===== config.mk =====
export PLATFORM = sky130hd
export DESIGN_NAME = priority_encoder32to5
export DESIGN_NICKNAME = d
export VERILOG_FILES = /design/src/rtl/priority_encoder32to5.sv
export SDC_FILE = /design/constraint.sdc
export NUM_CORES = 1
export LEC_CHECK = 0
export ABC_AREA = 1
export BUFFER_PORTS_ARGS = -buffer_cell sky130_fd_sc_hd__buf_2
export CORE_MARGIN = 2
export CORE_UTILIZATION = 49
export CTS_CLUSTER_DIAMETER = 120
export DETAILED_ROUTE_END_ITERATION = 10
export PLACE_DENSITY = 0.82
export REMOVE_ABC_BUFFERS = 1
export SYNTH_ARGS = -nofsm -noshare
export SYNTH_HDL_FRONTEND = slang
export SYNTH_SLANG_ARGS = --single-unit

===== constraint.sdc =====
create_clock -name clock -period 6.9 [get_ports clock]
set_input_delay 1.38 -clock clock [delete_from_list [all_inputs] [get_ports clock]]
set_output_delay 1.38 -clock clock [all_outputs]
set_load 0.01 [all_outputs]

===== src/rtl/priority_encoder32to5.sv =====
// priority_encoder32to5
// Sticky 32-bit request capture feeding a one-entry output slot that
// holds the binary index of the selected pending request.
// Selection policy is fixed priority (index 0 highest) by default;
// defining PRIORITY_ENCODER_ROUND_ROBIN_EN switches to a round-robin
// search starting one past the last granted index.
// Selection looks only at the registered pending set, so there is no
// combinational path from req to the outputs.
module priority_encoder32to5 (
  input  logic        clock,
  input  logic        reset_n,
  input  logic [31:0] req,
  input  logic        clear_all,
  input  logic        out_ready,
  output logic        out_valid,
  output logic [4:0]  out_index,
  output logic [31:0] pending,
  output logic [5:0]  pending_count
);

  logic        slot_free;
  logic        load;
  logic        sel_found;
  logic [4:0]  sel_index;
  logic [31:0] grant_mask;
  logic [31:0] pending_next;
  logic [5:0]  count_next;

`ifdef PRIORITY_ENCODER_ROUND_ROBIN_EN
  logic [4:0] rr_ptr;
  logic [4:0] cand;

  // Round-robin pick: first pending bit at or above rr_ptr, wrapping 31->0
  always_comb begin
    sel_found = 1'b0;
    sel_index = '0;
    cand      = '0;
    for (int unsigned k = 0; k < 32; k++) begin
      cand = rr_ptr + 5'(k);
      if (!sel_found && pending[cand]) begin
        sel_found = 1'b1;
        sel_index = cand;
      end
    end
  end

  // Pointer advances to one past the index loaded into the slot
  always_ff @(posedge clock or negedge reset_n) begin
    if (!reset_n) begin
      rr_ptr <= '0;
    end else if (load) begin
      rr_ptr <= sel_index + 5'd1;
    end
  end
`else
  // Fixed-priority pick: lowest-numbered pending bit wins
  always_comb begin
    sel_found = 1'b0;
    sel_index = '0;
    for (int unsigned k = 0; k < 32; k++) begin
      if (!sel_found && pending[k]) begin
        sel_found = 1'b1;
        sel_index = 5'(k);
      end
    end
  end
`endif

  // Slot handshake and next-state pending set
  always_comb begin
    slot_free  = !out_valid || out_ready;
    load       = slot_free && sel_found && !clear_all;
    grant_mask = load ? (32'd1 << sel_index) : '0;
    // A new request on the granted bit re-arms it rather than merging
    pending_next = clear_all ? '0 : ((pending & ~grant_mask) | req);
  end

  // Population count of the next-state pending set
  always_comb begin
    count_next = '0;
    for (int unsigned k = 0; k < 32; k++) begin
      count_next = count_next + 6'(pending_next[k]);
    end
  end

  // State registers: pending set, its count, and the output slot
  always_ff @(posedge clock or negedge reset_n) begin
    if (!reset_n) begin
      pending       <= '0;
      pending_count <= '0;
      out_valid     <= 1'b0;
      out_index     <= '0;
    end else begin
      pending       <= pending_next;
      pending_count <= count_next;
      if (clear_all) begin
        out_valid <= 1'b0;
      end else if (slot_free) begin
        out_valid <= sel_found;
        if (sel_found) begin
          out_index <= sel_index;
        end
      end
    end
  end

endmodule

==> metrics, run 1 <==
run status complete, but fails checks; failing checks setup timing; Synth area leaders sky130_fd_sc_hd__dfrtp_1 34%, sky130_fd_sc_hd__fa_1 15%, sky130_fd_sc_hd__inv_1 14%; main combinational cell family by area after synthesis adder cells; Clock Sink Count 44; final cell count without fillers around 590; flip-flop cell with the highest count after synthesis sky130_fd_sc_hd__dfrtp_1; post-synthesis adder-cell area fraction 0.176; hold-fix buffers at CTS 0; crit end category flop; Final Power 0.00157 W; RSZ-0062 raised after global routing yes; total of flip-flops plus latches after synthesis 44; DPL Wire Length between 6000 and 7000 um; largest vdd supply drop between 0.0006 and 0.0007 V; area share of xor/xnor cells in the synthesized design 0.00815; Post-DRT Antenna Nets 0; Total Wirelength around 10,000 um; Cell Count Post-Placement ~560; starting utilization of the core area 0.508; share of total power in combinational logic 0.669; layout cell share with drive strength beyond 1 0.413; Worst-Margin Slew between 1 and 1.5 ns; net switching share of the total power 0.429; HP Class reg -> reg; category of the worst setup path launch point flop; post-synthesis area per instance 8.48 um^2; number of clock buffers inserted by TritonCTS 5; min Tclk post-route around 7.3 ns; fraction of power consumed by the clock network 0.124; area of the die 0.00724 mm^2; top cell type by total area after synthesis sky130_fd_sc_hd__dfrtp_1; placeable core region 0.00635 mm^2; initial antenna violation count 0; largest net degree at the start of global routing 45; share of synthesized area occupied by flip-flops and latches 0.342; final clock skew about 0.011 ns; global-route wire length before repair between 10,000 and 15,000 um; Synth Area in Simple Gates 0.158; detail-routed net length per standard cell 17.3 um; leakage power approximately 2.3 nW; DRC violation count after routing 0; maximum count of clock buffers along a single path 2; worst hold slack 0.517 ns; Synth Cell Area 0.00322 mm^2; drt first-iter violations 380; last weighted congestion value of the routability-driven placer 0.939; number of synthesis warnings 0; total iterations of the first detailed-routing run 5; most numerous cell in the Yosys netlist sky130_fd_sc_hd__inv_1; clock tree root driver cell sky130_fd_sc_hd__clkbuf_8; number of antenna cells inserted 0; clock latency of the later-clocked register in the worst-skew pair 0.31 ns; row count 29; via count of the first global-routing pass 3,139; Switching Power between 0.0006 and 0.0007 W; internal power roughly 0.0009 W; part of the total power dissipated in sequential elements 0.206; final global-route overflow total 0; maximum level of the CTS H-tree 2; area share of the leading cell type in the synthesized netlist 0.342; Max stage delay on crit path ~0.57 ns; mux contribution to synthesized area 0; I/O pin cnt 80; Hold Fails Final Rpt 0; top cell types by occurrence after synthesis 118 x sky130_fd_sc_hd__inv_1, 44 x sky130_fd_sc_hd__dfrtp_1, 38 x sky130_fd_sc_hd__nor2_1; Post-synth EDFFs 0; PnR worst setup slack -0.385 ns; async set or reset register ratio after synthesis 1.00; startpoint-to-endpoint class of the critical path reg -> reg; count of different cell masters after synthesis 36; data required time at the worst endpoint ~7.1 ns; clock tree from TritonCTS built; endpoint arrival time on the critical path around 7.5 ns; number of buffers inserted by port buffering 79; share of the synthesized area in compound gates (AO/OA/AOI/OAI) 0.162; vertical extent of the die ~85 um; vias per cell between 5 and 6; library cell appearing most often on the critical path sky130_fd_sc_hd__fa_1; pwr dens roughly 360 mW/mm^2; maximum net fanout on the critical path 2; Final Max Tran Viols 0; Achievable Freq 0.137 GHz; Area growth syn-to-layout 35.7%; Max stage delay cell, worst path sky130_fd_sc_hd__fa_2; clock-pin slew of the registers on the worst-case setup and hold paths roughly 0.080 ns; Die Wd around 85 um; Period Utilization, post-route 1.06; final setup violation count 5; maxcap violations 0; worst slew margin relative to its limit 0.323; cell count after synthesis 380; GRT Resource Usage Total 0.255; number of nets in the layout just under 600; via count 3,283
==> metrics by stage <==
stage | utilization | worst slack [ns] | setup TNS (ns) | area [um^2]
after floorplan | - | -0.0104 | -0.0104 | 3180
after global placement | 0.615 | -0.0992 | -0.220 | 3900
after detailed placement | 0.615 | -0.322 | -0.965 | 3900
after CTS | 0.654 | -0.121 | -0.137 | 4160
after global routing | 0.689 | -0.679 | -2.49 | 4370
final | 0.689 | -0.385 | -1.24 | 4370
==> cell usage in the layout (no fill, tap or decap), drive strengths merged, types with 3 or more instances in the layout <==
| master | n |
|---|---|
| a21oi | 35 |
| a31oi | 4 |
| buf | 130 |
| clkbuf | 7 |
| dfrtp | 44 |
| fa | 24 |
| ha | 7 |
| inv | 120 |
| nand2 | 22 |
| nand3 | 10 |
| nand4 | 12 |
| nor2 | 46 |
| nor3 | 3 |
| o21ai | 30 |
==> sequential cells by signal, summed over array words and instances (netlist names) <==
signal         flops
out_valid          1
pending           32
out_index          5
pending_count      6
==> worst paths after layout <==
path	startpoint	to	slack [ns]	cells past startpoint
setup reg to reg	pending[0]$_DFF_PN0_	pending_count[4]$_DFF_PN0_	-0.38	34
min in group asynchronous	reset_n	pending[24]$_DFF_PN0_	1.24	1
hold / removal	out_index[4]$_DFFE_PN0P_	out_index[4]$_DFFE_PN0P_	0.52	2
max in group asynchronous	reset_n	pending[13]$_DFF_PN0_	5.03	1
hold reg to reg	out_index[4]$_DFFE_PN0P_	out_index[4]$_DFFE_PN0P_	0.52	2
setup / recovery	pending[0]$_DFF_PN0_	pending_count[4]$_DFF_PN0_	-0.38	34
==> critical path: cells and delay by family (launching register included) <==
kind / cells / cell delay, ns
AND/OR/NAND/NOR: 17 / 2.31
flip-flops: 1 / 0.39
XOR/XNOR: 1 / 0.14
adder cells (fa/ha/maj): 8 / 3.41
buffers and inverters: 6 / 0.59
AO/OA/AOI/OAI: 2 / 0.36
==> logic make-up after synthesis <==
| kind of cell | count (synthesis) |
|---|---|
| buf+inv | 127 |
| simple gates | 98 |
| compound gates | 77 |
| flops | 44 |
| fa+ha+maj | 31 |
| xor+xnor | 3 |
==> area by class of cell <==
| type | instances | area, um^2 |
|---|---|---|
| clock buffers | 5 | 68.8 |
| clock inverters | 1 | 30.0 |
| fillers | 436 | 1980 |
| inverters | 120 | 450 |
| multi-input cells | 209 | 1780 |
| flip-flops and latches | 44 | 1100 |
| well taps | 77 | 96.3 |
| repair buffers | 132 | 846 |
==> per-layer routing <==
metal / GRT usage / vias up / share of wire
met4: 0.111 / 0 / 0.051
met5: 0 / - / 0
met1: 0.318 / 1570 / 0.37
li1: - / 1432 / -
met2: 0.433 / 224 / 0.51
met3: 0.0447 / 57 / 0.075
==> power by group through the flow <==
stage / clock, W / sequential [W] / combinational (W)
floorplan: 0 / 0.000343 / 0.000481
global placement: 0 / 0.000327 / 0.000758
detailed placement: 0 / 0.000327 / 0.000792
CTS: 0.000197 / 0.000323 / 0.000898
global route: 0.000205 / 0.000328 / 0.00116
finish: 0.000196 / 0.000325 / 0.00105
==> what timing repair did <==
action	CTS	global route
pin swaps	10	17
buffers inserted	11	15
gates resized for setup	21	18
gates cloned	0	1
endpoints found under the setup margin	5	5
Power figures use the tool's default switching activity.
==> inputs of run 2 (changes only) <==
--- a/config.mk
+++ b/config.mk
@@ -8,10 +8,10 @@
 export ABC_AREA = 1
 export BUFFER_PORTS_ARGS = -buffer_cell sky130_fd_sc_hd__buf_2
 export CORE_MARGIN = 2
-export CORE_UTILIZATION = 49
+export CORE_UTILIZATION = 41
 export CTS_CLUSTER_DIAMETER = 120
 export DETAILED_ROUTE_END_ITERATION = 10
-export PLACE_DENSITY = 0.82
+export PLACE_DENSITY = 0.72
 export REMOVE_ABC_BUFFERS = 1
 export SYNTH_ARGS = -nofsm -noshare
 export SYNTH_HDL_FRONTEND = slang
==> metrics, run 2 (synthesis gave the netlist of run 1 again) <==
run status complete, but fails checks (unchanged); failing checks setup timing (unchanged); leakage power 2.40 nW (was 2.31 nW); area of the die 0.00859 mm^2 (was 0.00724 mm^2); pwr dens 357 mW/mm^2 (was 360 mW/mm^2); RSZ-0062 raised after global routing yes (unchanged); row count 32 (was 29); clock tree from TritonCTS built (unchanged); total iterations of the first detailed-routing run 4 (was 5); Worst-Margin Slew 1.01 ns (was 1.02 ns); maxcap violations 0 (unchanged); Die Wd 92.7 um (was 85.1 um); worst slew margin relative to its limit 0.327 (was 0.323); Largest register FFs 32 (unchanged); most common library cell in the layout ignoring fill and taps sky130_fd_sc_hd__inv_1 (unchanged); DPL Wire Length 6690 um (was 6500 um); category of the worst setup path launch point flop (unchanged); DRC violation count after routing 0 (unchanged); Post-DRT Antenna Nets 0 (unchanged); Final Max Tran Viols 0 (unchanged); vias per cell 4.84 (was 5.58); PnR worst setup slack -0.220 ns (was -0.385 ns); number of buffers inserted by port buffering 79 (unchanged); drt first-iter violations 218 (was 380); number of clock buffers inserted by TritonCTS 5 (unchanged); Achievable Freq 0.140 GHz (was 0.137 GHz); startpoint-to-endpoint class of the critical path reg -> reg (unchanged); clock tree root driver cell sky130_fd_sc_hd__clkbuf_8 (unchanged); HP Class reg -> reg (unchanged); global-route wire length before repair 14,800 um (was 14,500 um); final clock skew 0.0117 ns (was 0.0106 ns); min Tclk post-route 7.12 ns (was 7.28 ns); layout cell share with drive strength beyond 1 0.463 (was 0.413); worst hold slack 0.542 ns (was 0.517 ns); Hold Fails Final Rpt 0 (unchanged); starting utilization of the core area 0.419 (was 0.508); clock latency of the later-clocked register in the worst-skew pair 0.31 ns (about the same); largest net degree at the start of global routing 45 (unchanged); Period Utilization, post-route 1.03 (was 1.06); endpoint arrival time on the critical path 7.35 ns (was 7.51 ns); final global-route overflow total 0 (unchanged); Max stage delay on crit path 0.58 ns (was 0.57 ns); last weighted congestion value of the routability-driven placer 0.865 (was 0.939); vertical extent of the die 92.7 um (was 85.1 um); largest vdd supply drop 0.000698 V (was 0.000700 V); maximum net fanout on the critical path 7 (was 2); final setup violation count 3 (was 5); register containing the most flip-flops in the final layout pending (unchanged); maximum level of the CTS H-tree 2 (unchanged); data required time at the worst endpoint 7.13 ns (was 7.12 ns); number of nets in the layout 597 (was 579); library cell appearing most often on the critical path sky130_fd_sc_hd__nor2_4 (was sky130_fd_sc_hd__fa_1); top flop regs pending x32, pending_count x6, out_index x5 (unchanged); initial antenna violation count 0 (unchanged); via count 3,064 (was 3,283); via count of the first global-routing pass 3,149 (was 3,139); crit end category flop (unchanged); clock-pin slew of the registers on the worst-case setup and hold paths 0.10 ns (was 0.08 ns); number of antenna cells inserted 0 (unchanged); Max stage delay cell, worst path sky130_fd_sc_hd__fa_2 (unchanged); Area growth syn-to-layout 42.6% (was 35.7%); placeable core region 0.00769 mm^2 (was 0.00635 mm^2); detail-routed net length per standard cell 14.9 um (was 17.3 um); hold-fix buffers at CTS 0 (unchanged); Total Wirelength 9440 um (was 10,200 um); Clock Sink Count 44 (unchanged); I/O pin cnt 80 (unchanged); commonest non-fill, non-tap cells in the layout 107 x sky130_fd_sc_hd__inv_1, 79 x sky130_fd_sc_hd__buf_2, 67 x sky130_fd_sc_hd__buf_4 (was 112 x sky130_fd_sc_hd__inv_1, 79 x sky130_fd_sc_hd__buf_2, 48 x sky130_fd_sc_hd__buf_4); maximum count of clock buffers along a single path 2 (unchanged); Final Power 0.00164 W (was 0.00157 W); GRT Resource Usage Total 0.219 (was 0.255)
==> run 2: changes by cell type in the layout (fill, tap and decap cells not counted), moves of 4 or more <==
cell | before | now
sky130_fd_sc_hd__buf_4 | 48 | 67
sky130_fd_sc_hd__fa_1 | 20 | 16
sky130_fd_sc_hd__fa_2 | 4 | 8
sky130_fd_sc_hd__inv_1 | 112 | 107
sky130_fd_sc_hd__inv_2 | 8 | 13
==> run 2: metrics by stage <==
stage | util | setup TNS [ns] | setup slack, ns | area, um^2 | std cells
after floorplan | - | -0.0104 | -0.0104 | 3180 | 373
after global placement | 0.513 | -0.198 | -0.104 | 3950 | 585
after detailed placement | 0.513 | -1.01 | -0.321 | 3950 | 585
after CTS | 0.559 | -0.536 | -0.224 | 4300 | 612
after global routing | 0.598 | -1.96 | -0.564 | 4600 | 633
final | 0.598 | -0.491 | -0.220 | 4600 | 633
==> run 2: final cells by class <==
class	instances	area, um^2
sequential	44	1100
fill	672	3090
timing repair buffer	150	956
inverter	120	450
clock inverter	1	30.0
clock buffer	7	96.3
tap	102	128
multi-input combinational	209	1840
==> run 2: layer usage <==
layer | up-vias | GRT usage | routed length [um] | share of wire
li1 | 1473 | - | - | -
met1 | 1487 | 0.267 | 3770 | 0.40
met2 | 84 | 0.393 | 5080 | 0.54
met3 | 20 | 0.0350 | 401 | 0.042
met4 | 0 | 0.0735 | 191 | 0.020
met5 | - | 0 | 0 | 0
==> run 2: power by group <==
group,leakage [nW],switching (W),total (W),internal [W]
logic,1.79,0.000580,0.00109,0.000509
registers,0.547,0.0000234,0.000326,0.000302
clock network,0.0645,0.0000973,0.000225,0.000128
total,2.40,0.000701,0.00164,0.000939
==> run 2: worst paths after layout <==
path / slack, ns / startpoint / cells after the start / endpoint
max: -0.22 / pending[1]$_DFF_PN0_ / 35 / pending_count[4]$_DFF_PN0_
min: 0.54 / out_index[4]$_DFFE_PN0P_ / 2 / out_index[4]$_DFFE_PN0P_
max reg2reg: -0.22 / pending[1]$_DFF_PN0_ / 35 / pending_count[4]$_DFF_PN0_
min reg2reg: 0.54 / out_index[4]$_DFFE_PN0P_ / 2 / out_index[4]$_DFFE_PN0P_
max in group asynchronous: 5.03 / reset_n / 1 / pending[6]$_DFF_PN0_
min in group asynchronous: 1.23 / reset_n / 1 / pending[25]$_DFF_PN0_
==> run 2: worst max-delay path: cells and delay by family (launching register included) <==
kind            cells  cell delay, ns
compound gates      3            0.36
xor+xnor            1            0.13
fa+ha+maj           8            3.57
buf+inv             4            0.36
flops               1            0.40
simple gates       19            2.20
==> run 2: timing repair <==
action | 4_1_cts | 5_1_grt
pin swaps | 21 | 41
endpoints found under the setup margin | 5 | 5
resized for setup | 24 | 38
buffers inserted | 19 | 21
